## config.mk

```make
export PLATFORM = sky130hd
export DESIGN_NAME = if_stage_flat
export DESIGN_NICKNAME = d
export VERILOG_FILES = /design/src/rtl/if_stage_if.sv /design/src/rtl/if_stage.sv /design/src/flat_wrapper.sv
export SDC_FILE = /design/constraint.sdc
export NUM_CORES = 1
export LEC_CHECK = 0
export CORE_ASPECT_RATIO = 0.8
export CORE_UTILIZATION = 46
export DETAILED_ROUTE_END_ITERATION = 10
export PLACE_DENSITY = 0.86
export SYNTH_ARGS = -nofsm -noshare
export SYNTH_HDL_FRONTEND = slang
export SYNTH_SLANG_ARGS = --single-unit
```

## constraint.sdc

```tcl
create_clock -name clk -period 5.66 [get_ports clk]
set_input_delay 0.849 -clock clk [delete_from_list [all_inputs] [get_ports clk]]
set_output_delay 0.849 -clock clk [all_outputs]
set_load 0.01 [all_outputs]
```

## src/rtl/if_stage_if.sv

```systemverilog
`default_nettype none
// ============================================================================
// Module   : if_stage_if
// Brief    : Instruction-memory request/response bus between the fetch stage
//            (master) and instruction memory (slave).
// Revision : 1.0
// ============================================================================
interface if_stage_if;
    logic        inst_req;
    logic [31:0] inst_addr;
    logic        inst_addr_ok;
    logic        inst_data_ok;
    logic [31:0] inst_rdata;

    modport master (
        output inst_req,
        output inst_addr,
        input  inst_addr_ok,
        input  inst_data_ok,
        input  inst_rdata
    );

    modport slave (
        input  inst_req,
        input  inst_addr,
        output inst_addr_ok,
        output inst_data_ok,
        output inst_rdata
    );
endinterface
`default_nettype wire

```

## src/rtl/if_stage.sv

```systemverilog
`default_nettype none
// ============================================================================
// Module   : if_stage
// Brief    : Instruction fetch stage with one outstanding memory request,
//            branch/jump redirect and cancellation of in-flight fetches.
// Revision : 1.0
// ============================================================================
module if_stage #(
    parameter logic [31:0] RESET_PC = 32'h1C000000
) (
    input  logic              clk,
    input  logic              rst,
    input  logic              branch_en,
    input  logic [31:0]       branch_addr,
    input  logic              jump_en,
    input  logic [31:0]       jump_addr,
    if_stage_if.master        mem,
    output logic              if_valid,
    output logic [31:0]       if_pc,
    output logic [31:0]       if_inst,
    input  logic              id_ready
);

    localparam logic [1:0] S_IDLE = 2'd0;
    localparam logic [1:0] S_REQ  = 2'd1;
    localparam logic [1:0] S_WAIT = 2'd2;
    localparam logic [1:0] S_OUT  = 2'd3;

    logic [1:0]  r_state;
    logic [31:0] r_pc;
    logic        r_cancel;
    logic        r_if_valid;
    logic [31:0] r_if_pc;
    logic [31:0] r_if_inst;

    logic        w_redirect;
    logic [31:0] w_target;
    logic [31:0] w_pc_inc;

    assign w_redirect = jump_en | branch_en;
    assign w_target   = (jump_en ? jump_addr : branch_addr) & 32'hFFFF_FFFC;
    assign w_pc_inc   = r_pc + 32'd4;

    assign mem.inst_req  = (r_state == S_REQ);
    assign mem.inst_addr = r_pc;
    assign if_valid      = r_if_valid;
    assign if_pc         = r_if_pc;
    assign if_inst       = r_if_inst;

    always_ff @(posedge clk) begin
        if (rst) begin
            r_state    <= S_IDLE;
            r_pc       <= RESET_PC;
            r_cancel   <= 1'b0;
            r_if_valid <= 1'b0;
            r_if_pc    <= 32'd0;
            r_if_inst  <= 32'd0;
        end else begin
            case (r_state)
                S_IDLE: begin
                    if (w_redirect) r_pc <= w_target;
                    r_state <= S_REQ;
                end
                S_REQ: begin
                    if (w_redirect) r_pc <= w_target;
                    // An accepted request that coincides with a redirect is
                    // already stale; its data must be thrown away on return.
                    if (mem.inst_addr_ok) begin
                        r_state  <= S_WAIT;
                        r_cancel <= w_redirect;
                    end
                end
                S_WAIT: begin
                    if (mem.inst_data_ok) begin
                        if (r_cancel || w_redirect) begin
                            r_cancel <= 1'b0;
                            r_state  <= S_REQ;
                            if (w_redirect) r_pc <= w_target;
                        end else begin
                            r_if_valid <= 1'b1;
                            r_if_pc    <= r_pc;
                            r_if_inst  <= mem.inst_rdata;
                            r_pc       <= w_pc_inc;
                            r_state    <= S_OUT;
                        end
                    end else if (w_redirect) begin
                        r_pc     <= w_target;
                        r_cancel <= 1'b1;
                    end
                end
                S_OUT: begin
                    // A redirect flushes the held instruction even if ID takes it.
                    if (w_redirect) begin
                        r_if_valid <= 1'b0;
                        r_pc       <= w_target;
                        r_state    <= S_REQ;
                    end else if (id_ready) begin
                        r_if_valid <= 1'b0;
                        r_state    <= S_REQ;
                    end
                end
                default: r_state <= S_IDLE;
            endcase
        end
    end

endmodule
`default_nettype wire

```

## src/flat_wrapper.sv

```systemverilog
// flat-port wrapper written by rule: the top's interface ports become plain ports
module if_stage_flat 
#(
    parameter logic [31:0] RESET_PC = 32'h1C000000
)
  (clk, rst, branch_en, branch_addr, jump_en, jump_addr, if_valid, if_pc, if_inst, id_ready, mem_inst_req, mem_inst_addr, mem_inst_addr_ok, mem_inst_data_ok, mem_inst_rdata);
  if_stage_if mem_i ();
  input  logic clk;
  input  logic rst;
  input  logic branch_en;
  input  logic [31:0] branch_addr;
  input  logic jump_en;
  input  logic [31:0] jump_addr;
  output logic if_valid;
  output logic [31:0] if_pc;
  output logic [31:0] if_inst;
  input  logic id_ready;
  output wire logic [$bits(mem_i.inst_req)-1:0] mem_inst_req;
  output wire logic [$bits(mem_i.inst_addr)-1:0] mem_inst_addr;
  input wire logic [$bits(mem_i.inst_addr_ok)-1:0] mem_inst_addr_ok;
  input wire logic [$bits(mem_i.inst_data_ok)-1:0] mem_inst_data_ok;
  input wire logic [$bits(mem_i.inst_rdata)-1:0] mem_inst_rdata;
  assign mem_inst_req = mem_i.inst_req;
  assign mem_inst_addr = mem_i.inst_addr;
  assign mem_i.inst_addr_ok = mem_inst_addr_ok;
  assign mem_i.inst_data_ok = mem_inst_data_ok;
  assign mem_i.inst_rdata = mem_inst_rdata;
  if_stage #(.RESET_PC(RESET_PC)) u_core (.clk(clk), .rst(rst), .branch_en(branch_en), .branch_addr(branch_addr), .jump_en(jump_en), .jump_addr(jump_addr), .mem(mem_i), .if_valid(if_valid), .if_pc(if_pc), .if_inst(if_inst), .id_ready(id_ready));
endmodule
```

==> impl_results.md <==
* Share of layout cells above drive strength 1 at 0.0419
* Setup tns final at 0 ns
* Kind of critical path: input port to flip-flop
* Cells after Synth at 596
* CTS sink count at 100
* Drt total wl at ~14000 µm
* Clock power share at 0.411
* Combinational family with the most area after synthesis: simple AND/OR/NAND/NOR gates
* CTS Hold Bufs at 0
* Setup-failing EPs final at 0
* Crit path required time at between 5 and 6 ns
* CTS resizes at 0
* TritonCTS Buffers at 9
* CTS tree: built
* Core Region at slightly below 10000 µm²
* Layout Cells excl Fill at around 900
* Psw at 0.381 mW
* Placed insts at between 800 and 900
* VDD IR max at ~0.18 mV
* Final Hold Fails at 0
* Pre-Repair DR Iteration Count at 4
* Die extent in x at 116 µm
* Synth cell count leaders: nand2_1 (150), dfxtp_1 (100), a21oi_1 (77), a211oi_1 (44), nor2_1 (38)
* Combinational power share at 0.126
* Post-DP HPWL at 9890 µm
* Critical path fanouts, max at 62
* Synth cell types at 42
* Mux share of post-synthesis cell area at 0.0594
* Die ar. at around 11000 µm²
* Yosys warning count at 0
* Post-CTS setup buffer count at 0
* Hold WC Path Type: flip-flop to flip-flop
* Number of routed nets with antenna violations at 0
* Gp weighted congestion at 0.761
* Max cap viols at 0
* Initial Util at 0.483
* Footprint of the multi-input gates at about 2500 µm²
* Area Overhead vs Synth at 47.7%
* CP Cell Sequence: buf_2 > or2_1 > or3_2 > buf_4 > nand2_1 > a21oi_1
* CP bufs+invs at 2
* Placement Setup Slack at between 1.5 and 2 ns
* Slew margin rel. at 0.299
* Ports at roughly 200
* Max incr delay on CP at approximately 0.78 ns
* WL/cell at approximately 16 µm
* Diode count at 0
* Main flop type after synthesis: dfxtp_1
* Worst slew pin tran at between 1 and 1.5 ns
* Flop pwr share at 0.463
* Clk_skew at approximately 0.009 ns
* Share of the synthesized area in the top cell type at 0.422
* Sequential share of the synthesized area at 0.422
* P per Cell Area at 232 nW/µm²
* Simple-Gate Fraction of Synth Area at 0.235
* Synth area leaders: dfxtp_1 (42%), nand2_1 (12%), a21oi_1 (8.1%)
* Internal power at about 1.2 mW
* Worst skew pair latency at roughly 0.34 ns
* Nets at approximately 870
* Async SR Flop Fraction at 0
* CP Data Arrival Time at roughly 3.6 ns
* Synthesized net count at approximately 700
* Largest net degree at the start of global routing at about 100
* Post-layout min period at roughly 3.3 ns
* Sw frac at 0.234
* Leak at about 2.4 nW
* EDFF count, synth at 0
* Site Rows at 32
* Synth Area in Compound Gates at 0.174
* Vias per cell at approximately 5.4
* Worst Setup End Kind: flip-flop
* Overflow after GRT at 0
* Delay-heaviest family, CP: simple AND/OR/NAND/NOR gates
* Xor/xnor share of the synthesized area at 0.0462
* Total Routing Usage GR at 0.265
* DRT iter0 DRCs at 256
* Status: finished clean
* Fillcell total at 762
* Vias at just under 5000
* CTS Root Cell: clkbuf_16
* Initial antenna violation count at 0
* RSZ-0062 raised after global routing: no
* Most frequent cell after synthesis: nand2_1
* Mapped Area at between 4000 and 5000 µm²
* Reg area at 2000 µm²
* Die height at 92.8 µm
* DRC at 0
* Period Utilization, post-route at 0.588
* I/O Buffers at 196
* Synthesized area per cell at slightly below 8 µm²
* Clock buffer depth at 2
* Adder-Cell Fraction of Synth Area at 0.0132
* Vias in the first global route at ~4600
* Largest area contributor in the netlist: dfxtp_1
* Slowest CP cell: buf_2
* Final Max Tran Viols at 0
* Worst-path clk slew at ~0.06 ns
* Final setup margin at 2.33 ns
* Peak Freq at ~300 MHz
* CP Launch Type: input port
* First-pass GRT wire length at around 22000 µm
* Yosys reg bits at 100
* H-Tree Depth at 3
-- layout by cell type (no fill, tap or decap), types with 11 or more instances in the layout --
master,synthesis,layout
nand3_1,11,11
a211oi_1,44,44
xnor2_1,12,12
mux2i_1,27,27
nor2_1,38,38
xor2_1,13,13
a21oi_1,77,77
nand2_1,150,150
o21ai_0,11,11
clkdlybuf4s50_1,0,193
dfxtp_1,100,100
-- final timing paths --
kind | slack [ns] | start | endpoint | depth (start not counted)
worst min-delay path | 0.46 | u_core.if_pc[3] | u_core.if_pc[3] | 2
worst max register to register | 3.14 | u_core.r_state[0] | u_core.mem.inst_addr[27] | 7
worst min register to register | 0.46 | u_core.if_pc[3] | u_core.if_pc[3] | 2
worst max-delay path | 2.33 | jump_en | u_core.if_inst[28] | 6
-- area by class of cell --
| type | instances | area share |
|---|---|---|
| clock inverter | 5 | 0.0118 |
| tap | 136 | 0.0243 |
| multi-input combinational | 443 | 0.359 |
| sequential | 100 | 0.286 |
| timing repair buffer | 200 | 0.283 |
| inverter | 4 | 0.00214 |
| clock buffer | 11 | 0.0347 |
-- worst min-delay path, stage by stage (launching register included) --
cell     delay [ns]
dfxtp_1        0.31
nand2_1        0.05
a21oi_1        0.05
-- cell families (layout without fill, tap and decap cells) --
| logic type | after synthesis | count (layout) |
|---|---|---|
| simple gates | 246 | 246 |
| compound gates | 139 | 139 |
| flops | 100 | 100 |
| buf+inv | 53 | 220 |
| mux | 28 | 28 |
| xor+xnor | 25 | 25 |
| fa+ha+maj | 5 | 5 |
-- power groups by stage --
| stage | Combinational, mW | Sequential (mW) | Clock, mW |
|---|---|---|---|
| 3_5_place_dp | 0.203 | 0.769 | 0 |
| 3_3_place_gp | 0.199 | 0.768 | 0 |
| 6_report | 0.205 | 0.754 | 0.669 |
| 4_1_cts | 0.205 | 0.753 | 0.685 |
| 5_1_grt | 0.221 | 0.757 | 0.710 |
| 2_1_floorplan | 0.0855 | 0.766 | 0 |
-- metrics by stage --
step                instance area, µm²  hold WS (ns)  total power [mW]   util
global placement                  6680         0.441             0.967  0.681
global route                      7000         0.467              1.69  0.714
detailed placement                6680         0.448             0.973  0.681
CTS                               7000         0.457              1.64  0.714
floorplan                         4740         0.481             0.851      -
finish                            7000         0.456              1.63  0.714
-- sequential cells by signal, summed over array words and instances (netlist names) --
register / flops
u_core.mem.inst_addr: 32
u_core.if_pc: 32
u_core.if_inst: 32
u_core.r_cancel: 1
u_core.r_state: 2
u_core.if_valid: 1
-- routing by layer --
layer	share of wire	global-route usage	vias to the layer above	wire length, µm
met2	0.48	0.443	160	6780
li1	-	-	2381	-
met5	0	0	-	0
met1	0.43	0.322	2246	6160
met3	0.066	0.0753	26	933
met4	0.022	0.0942	0	313
(Power assumes the default switching activity.)
